$ cat config.mk
export PLATFORM = sky130hd
export DESIGN_NAME = ctl_round
export DESIGN_NICKNAME = d
export VERILOG_FILES = /design/src/rtl/ctl_round.sv
export SDC_FILE = /design/constraint.sdc
export NUM_CORES = 1
export LEC_CHECK = 0
export BUFFER_PORTS_ARGS = -buffer_cell sky130_fd_sc_hd__buf_2
export CORE_MARGIN = 1
export CORE_UTILIZATION = 58
export DETAILED_ROUTE_END_ITERATION = 10
export GPL_ROUTABILITY_DRIVEN = 0
export GPL_TIMING_DRIVEN = 0
export MAX_ROUTING_LAYER = met4
export PLACE_DENSITY = 0.92
export SYNTH_ARGS = -nofsm -noshare
export SYNTH_HDL_FRONTEND = slang
export SYNTH_SLANG_ARGS = --single-unit
$ cat constraint.sdc
create_clock -name clk -period 3.21 [get_ports clk]
set_clock_uncertainty 0.1 [all_clocks]
set_input_delay 0.1605 -clock clk [delete_from_list [all_inputs] [get_ports clk]]
set_output_delay 0.1605 -clock clk [all_outputs]
set_load 0.05 [all_outputs]
$ cat src/rtl/ctl_round.sv
// ctl_round: duck-hunt round controller.
// It sequences each duck through spawn, flight, fall/escape and respawn.
// It also tracks ammo, hits, duck index and round number.
module ctl_round #(
  parameter int unsigned AMMO_PER_DUCK   = 3,
  parameter int unsigned DUCKS_PER_ROUND = 10,
  parameter int unsigned HIT_THRESHOLD   = 6,
  parameter int unsigned FLYAWAY_FRAMES  = 300,
  parameter int unsigned RESPAWN_FRAMES  = 60
) (
  input  logic       clk,
  input  logic       rst,
  input  logic       new_frame,
  input  logic       start,
  input  logic       pause,
  input  logic       shot_fired,
  input  logic       hit,
  output logic       duck_spawn,
  output logic       duck_active,
  output logic       duck_hit,
  output logic [3:0] ammo,
  output logic [3:0] ducks_hit,
  output logic [3:0] duck_index,
  output logic [3:0] round_no,
  output logic       reset_score,
  output logic       round_won,
  output logic       game_over
);

  localparam int unsigned FTW = $clog2(FLYAWAY_FRAMES + 1);
  localparam int unsigned RTW = $clog2(RESPAWN_FRAMES + 1);

  typedef enum logic [2:0] {
    S_IDLE,
    S_SPAWN,
    S_FLYING,
    S_HIT_FALL,
    S_ESCAPED,
    S_ROUND_END,
    S_GAME_OVER
  } state_t;

  state_t         state_q, state_d;
  logic [FTW-1:0] fly_q, fly_d;
  logic [RTW-1:0] resp_q, resp_d;
  logic [3:0]     ammo_q, ammo_d;
  logic [3:0]     hits_q, hits_d;
  logic [3:0]     idx_q, idx_d;
  logic [3:0]     round_q, round_d;
  logic           spawn_q, spawn_d;
  logic           rscore_q, rscore_d;
  logic           won_q, won_d;
  logic           active_q, active_d;
  logic           dhit_q, dhit_d;
  logic           gover_q, gover_d;

  // Next-state, counter and registered-output logic.
  // Pulses are set only on the transition out of their state, so each lasts one cycle.
  // Level outputs follow the next state, so they line up with state_q.
  always_comb begin
    state_d  = state_q;
    fly_d    = fly_q;
    resp_d   = resp_q;
    ammo_d   = ammo_q;
    hits_d   = hits_q;
    idx_d    = idx_q;
    round_d  = round_q;
    spawn_d  = 1'b0;
    rscore_d = 1'b0;
    won_d    = 1'b0;

    case (state_q)
      S_IDLE, S_GAME_OVER: begin
        if (start) begin
          state_d  = S_SPAWN;
          rscore_d = 1'b1;
          hits_d   = '0;
          idx_d    = '0;
          round_d  = '0;
        end
      end
      S_SPAWN: begin
        if (!pause) begin
          spawn_d = 1'b1;
          ammo_d  = 4'(AMMO_PER_DUCK);
          fly_d   = '0;
          state_d = S_FLYING;
        end
      end
      S_FLYING: begin
        if (!pause) begin
          if (shot_fired && ammo_q != '0) ammo_d = ammo_q - 4'd1;
          if (new_frame) fly_d = fly_q + FTW'(1);
          // Hit has priority over both the out-of-ammo and the flyaway escapes.
          if (hit) begin
            hits_d  = (hits_q == 4'hF) ? hits_q : hits_q + 4'd1;
            resp_d  = '0;
            state_d = S_HIT_FALL;
          end else if (ammo_d == '0) begin
            resp_d  = '0;
            state_d = S_ESCAPED;
          end else if (new_frame && fly_q == FTW'(FLYAWAY_FRAMES - 1)) begin
            resp_d  = '0;
            state_d = S_ESCAPED;
          end
        end
      end
      S_HIT_FALL, S_ESCAPED: begin
        if (!pause && new_frame) begin
          if (resp_q == RTW'(RESPAWN_FRAMES - 1)) begin
            if (idx_q < 4'(DUCKS_PER_ROUND - 1)) begin
              idx_d   = idx_q + 4'd1;
              state_d = S_SPAWN;
            end else begin
              state_d = S_ROUND_END;
            end
          end else begin
            resp_d = resp_q + RTW'(1);
          end
        end
      end
      S_ROUND_END: begin
        if (!pause) begin
          if (hits_q >= 4'(HIT_THRESHOLD)) begin
            won_d   = 1'b1;
            round_d = round_q + 4'd1;
            hits_d  = '0;
            idx_d   = '0;
            state_d = S_SPAWN;
          end else begin
            state_d = S_GAME_OVER;
          end
        end
      end
      default: state_d = S_IDLE;
    endcase

    active_d = (state_d == S_FLYING);
    dhit_d   = (state_d == S_HIT_FALL);
    gover_d  = (state_d == S_GAME_OVER);
  end

  // State, counter and output registers with asynchronous reset.
  always_ff @(posedge clk or posedge rst) begin
    if (rst) begin
      state_q  <= S_IDLE;
      fly_q    <= '0;
      resp_q   <= '0;
      ammo_q   <= '0;
      hits_q   <= '0;
      idx_q    <= '0;
      round_q  <= '0;
      spawn_q  <= 1'b0;
      rscore_q <= 1'b0;
      won_q    <= 1'b0;
      active_q <= 1'b0;
      dhit_q   <= 1'b0;
      gover_q  <= 1'b0;
    end else begin
      state_q  <= state_d;
      fly_q    <= fly_d;
      resp_q   <= resp_d;
      ammo_q   <= ammo_d;
      hits_q   <= hits_d;
      idx_q    <= idx_d;
      round_q  <= round_d;
      spawn_q  <= spawn_d;
      rscore_q <= rscore_d;
      won_q    <= won_d;
      active_q <= active_d;
      dhit_q   <= dhit_d;
      gover_q  <= gover_d;
    end
  end

  assign duck_spawn  = spawn_q;
  assign duck_active = active_q;
  assign duck_hit    = dhit_q;
  assign ammo        = ammo_q;
  assign ducks_hit   = hits_q;
  assign duck_index  = idx_q;
  assign round_no    = round_q;
  assign reset_score = rscore_q;
  assign round_won   = won_q;
  assign game_over   = gover_q;

endmodule

Word-level counts from Yosys, hierarchy flattened --
Index checks and enable logic that the tools add are counted. W data, S select, Z words.
Word-level totals: register bits 40, input port bits 7, output and inout bits 22
Cells by class: add/subtract/negate cells 6, order comparisons 2, equality and inequality tests 25, mux-type cells 50, reductions and logical operators 20
Operators by type and width (number):
- $mux W4 | 16
- $mux W6 | 6
- $mux W3 | 11
- $mux W9 | 3
- $ne A2 B2 Y1 const B | 12
- $pmux W4 S3 | 2
- $pmux W9 S2 | 1
- $pmux W4 S2 | 2
- $pmux W3 S5 | 1
- $reduce_and A7 Y1 | 2
- $add A4 B1 Y4 const B | 3
- $eq A3 B2 Y1 const B | 4
- $eq A3 B3 Y1 const B | 4
- $pmux W6 S2 | 1
- $add A9 B1 Y9 const B | 1
- $eq A9 B9 Y1 const B | 1
- $reduce_and A4 Y1 | 2
- $mux W1 | 7
- $add A6 B1 Y6 const B | 1
- $eq A6 B6 Y1 const B | 1
- $reduce_bool A2 Y1 | 3
- $reduce_bool A3 Y1 | 2
- $reduce_and A5 Y1 | 1
- $eq A4 B4 Y1 const B | 1
- 12 further kinds | 15

Longest topological paths before layout --
depth in word-level cells 11, gate-level depth with buffers 8, gate-level depth less buffers 8

Worst setup path before layout --
No wires, ideal clock.
path type register to register, start point reg ammo_q[0] (netlist: ammo[0]), end point reg resp_q[2], setup time 0.138 ns, data arrival time 2.464 ns, data required time 2.972 ns, slack 0.508 ns, cell stages (with the launch flop) 8, period minus slack after synthesis 2.702 ns, cells stage by stage dfrtp_1 > inv_1 > ha_1 > or3b_1 > and3b_4 > or4_4 > a311oi_4 > a31oi_1
On the way: cells in the longest elaborated chain, start to end 10, elaborated cells between the ends (all ways) 13
Ends and longest elaborated chain:
- from (decl) | line 46 | logic [3:0] ammo_q, ammo_d;
- from (signal assigned) | line 163 | ammo_q <= ammo_d;
- parallel branches: the longest is 2 deep, another holds $sub A4 B1 Y4
- $mux W4 (*) | line 92 | if (shot_fired && ammo_q != '0) ammo_d = ammo_q - 4'd1;
- $mux W4 (*) | line 91 | if (!pause) begin
- $mux W4 (*) | line 72 | case (state_q)
- $logic_not A4 Y1 (*) | line 99 | end else if (ammo_d == '0) begin
- $mux W6 | line 99
- $mux W6 | line 95 | if (hit) begin
- $mux W6 | line 91
- $pmux W6 S2 | line 72
- to (signal assigned) | line 162 | resp_q <= resp_d;
- to (decl) | line 45 | logic [RTW-1:0] resp_q, resp_d;
Mark *: on every way between the ends. The select of a mux whose other input is x is not followed. A chain may end at the register's enable or synchronous reset.

Worst setup path in the final report --
start point reg ammo_q[0] (netlist: ammo[0]), end point reg resp_q[3]
The elaborated chain is that of the path after synthesis.

==> out/metrics.cfg <==
[run_status]
status = completed

[power_and_ir_drop]
power_density_nw_per_um2 = 699
ir_worst_vdd_mv = 0.368
power_mw = 1.84
clkPwrFrac = 0.187
combPwrFrac = 0.444
switchingPower_uw = 791
pwr-share-seq = 0.370
swShare = 0.430
internal_power_mw = 1.05
p_leak_nw = 1.25

[yosys]
yosysSeqAreaShare = 0.428
ys_warn_count = 0
synthesis.area_sq_um = 2340
ys.flop_type = dfrtp_1
synth_edf_count = 0
postSynthAreaPerCell_sq_um = 9.27
synth_seq_cells = 40
synth.top_cell.area_share = 0.428
async_flop_share = 1.00
synth_top_area_cell = dfrtp_1
yosysUniqueCellTypes = 52
syn-num-nets = 267
synth_area_leaders = dfrtp_1, nor2_1, ha_1, xor2_1, nand2_1
synthCells = 252

[final_layout]
layout_commonest_cell = dfrtp_1
nNetsFinal = 301
area_growth_pct = 12.4
layout-drive-gt1-share = 0.167
final_cell_mix = dfrtp_1, buf_2, nor2_1, nand2_1, inv_1
diodes = 0
final_cells = 335

[timing]
hold_viol_final = 0
period_share = 0.857
final.min_clock_period_ns = 2.75
final-setup-viol-count = 0
whs_ns = 0.112
rsz0062_at_grt = no
fmax_mhz = 363
tightestPinTransition_ns = 0.821
slew_headroom = 0.452
fin_tns_setup_ns = 0
layout_setup_ws_ns = 0.458
maxSlewViolCount = 0

[global_route]
grt_pass1_vias = 1970
antenna_found_initial = 0
top_usage_layer = met2
grt_first_pass_wirelength_um = 8770
grt_use_met3 = 0.0625
grt_use_total = 0.277
grt_max_degree = 41
met1_usage = 0.334
grt-ovfl-total = 0
met2_usage = 0.442

[critical_path]
reg2reg_from = ammo[0]
critPathKind = flop to flop
reg2reg_to = resp_q[3]
ff2ff_setup_slack_ns = 0.46
crit_path_end_kind = flop
rr_worst_depth = 7
worstPathArrival_ns = 2.81
crit_path_start_kind = flop
cp.required_ns = 3.27
cp_max_fo = 7

[job]
maxCapViolations = 0

[detailed_routing]
antenna_left = 0
drt-pass1-iter-count = 5
wl_per_cell_um = 15.0
dr_total_vias = 2075
drt-vias-per-instance = 6.19
routed_wirelength_um = 5020
remaining_drc_errors = 0
drtIter0Drc = 192

[hold_path]
hold_depth = 3
hold_end = ammo[2]
hold_class = primary input to flop
hp-start = shot_fired

[clock_tree]
postCtsSetupRepairBufs = 0
tritoncts = built
clk_pin_slew_ns = 0.07
htree_levels = 2
root_buffer = clkbuf_8
cts_buffer_depth = 2
cts-buffers-inserted = 5
clkSinkCount = 40
clock_latency_ns = 0.30
hold_buffers = 1
cts_resized = 0

[place]
place_inst = 326
port_buffers = 26
hpwlAfterDp_um = 3560
dp_slack_ns = 0.516

[floorplan]
die_h_um = 65.5
rows = 22
core_area_sq_um = 3770
io-pin-count = 29
fp.dieArea_sq_um = 4290
initial_utilization = 0.620
die-width_um = 65.5

[routing by layer]
metal / vias to the layer above / part of all wire
li1: 981 / -
met3: 17 / 0.049
met5: - / 0
met2: 78 / 0.49
met1: 999 / 0.44
met4: 0 / 0.025
[cells in the mapped netlist (2+ instances only)]
cell type / count
nand2_1: 17
ha_1: 8
a41oi_1: 2
nor4b_1: 2
xor2_1: 9
nor3b_1: 3
dfrtp_1: 40
o21a_1: 8
nor4_1: 5
nand2b_1: 5
nor2_1: 28
o31ai_1: 3
a21oi_1: 11
nand3b_1: 4
nand3_1: 10
or2_2: 3
buf_2: 2
and3_1: 4
or3b_1: 3
o31a_1: 2
nor3_1: 2
mux2_2: 2
o21ai_0: 12
a31oi_1: 5
o211a_1: 2
or4_1: 2
xnor2_1: 3
inv_1: 15
clkbuf_1: 8
nand4_1: 9
nor2b_1: 2
[critical path: stages (launching register included)]
cell and delay [ns]:
dfrtp_1 0.46, inv_1 0.10, ha_1 0.27, or3b_1 0.42, and3b_4 0.23, or4_4 0.51, a311oi_4 0.38, a31oi_1 0.15
[flip-flops by register name, indices dropped and copies added, names as in the netlist]
register	flops
resp_q	6
game_over	1
ducks_hit	4
state_q	3
round_no	4
reset_score	1
duck_hit	1
round_won	1
duck_spawn	1
ammo	4
duck_active	1
duck_index	4
fly_q	9
[final cells by class]
type	instances	area [sq um]
Fill cell	303	1140
Multi-Input combinational cell	186	1240
Buffer	11	43.8
Inverter	15	56.3
Tap cell	48	60.1
Sequential cell	40	1000
Clock buffer	8	90.1
Timing Repair Buffer	27	140
[worst max-delay path by stage]
stage	start	to	slack, ns	cells past startpoint
4_1_cts	ammo[0]	resp_q[3]	0.48	7
3_3_place_gp	ammo[0]	resp_q[4]	0.55	7
6_report	ammo[0]	resp_q[3]	0.46	7
2_1_floorplan	ammo[0]	resp_q[2]	0.51	7
5_1_grt	ammo[0]	resp_q[3]	0.31	7
3_5_place_dp	ammo[0]	resp_q[3]	0.52	7
[cell families after synthesis]
logic type      after synthesis  synth area share
compound gates               56             0.172
xor+xnor                     12            0.0450
fa+ha+maj                     8            0.0428
buf+inv                      26            0.0428
flops                        40             0.428
mux                           3            0.0139
simple gates                107             0.255
[per-stage QoR]
stage               area [sq um]   util
floorplan                   2340      -
CTS                         2630  0.697
finish                      2630  0.697
detailed placement          2530  0.670
global route                2630  0.697
global placement            2530  0.670
[power by group through the flow]
stage / registers (mW) / clock network (mW) / logic, mW
6_report: 0.679 / 0.343 / 0.815
3_3_place_gp: 0.679 / 0 / 0.774
4_1_cts: 0.675 / 0.347 / 0.811
5_1_grt: 0.694 / 0.369 / 0.895
3_5_place_dp: 0.684 / 0 / 0.803
2_1_floorplan: 0.818 / 0 / 0.494
Note: power is estimated with default switching activity, not from simulation.
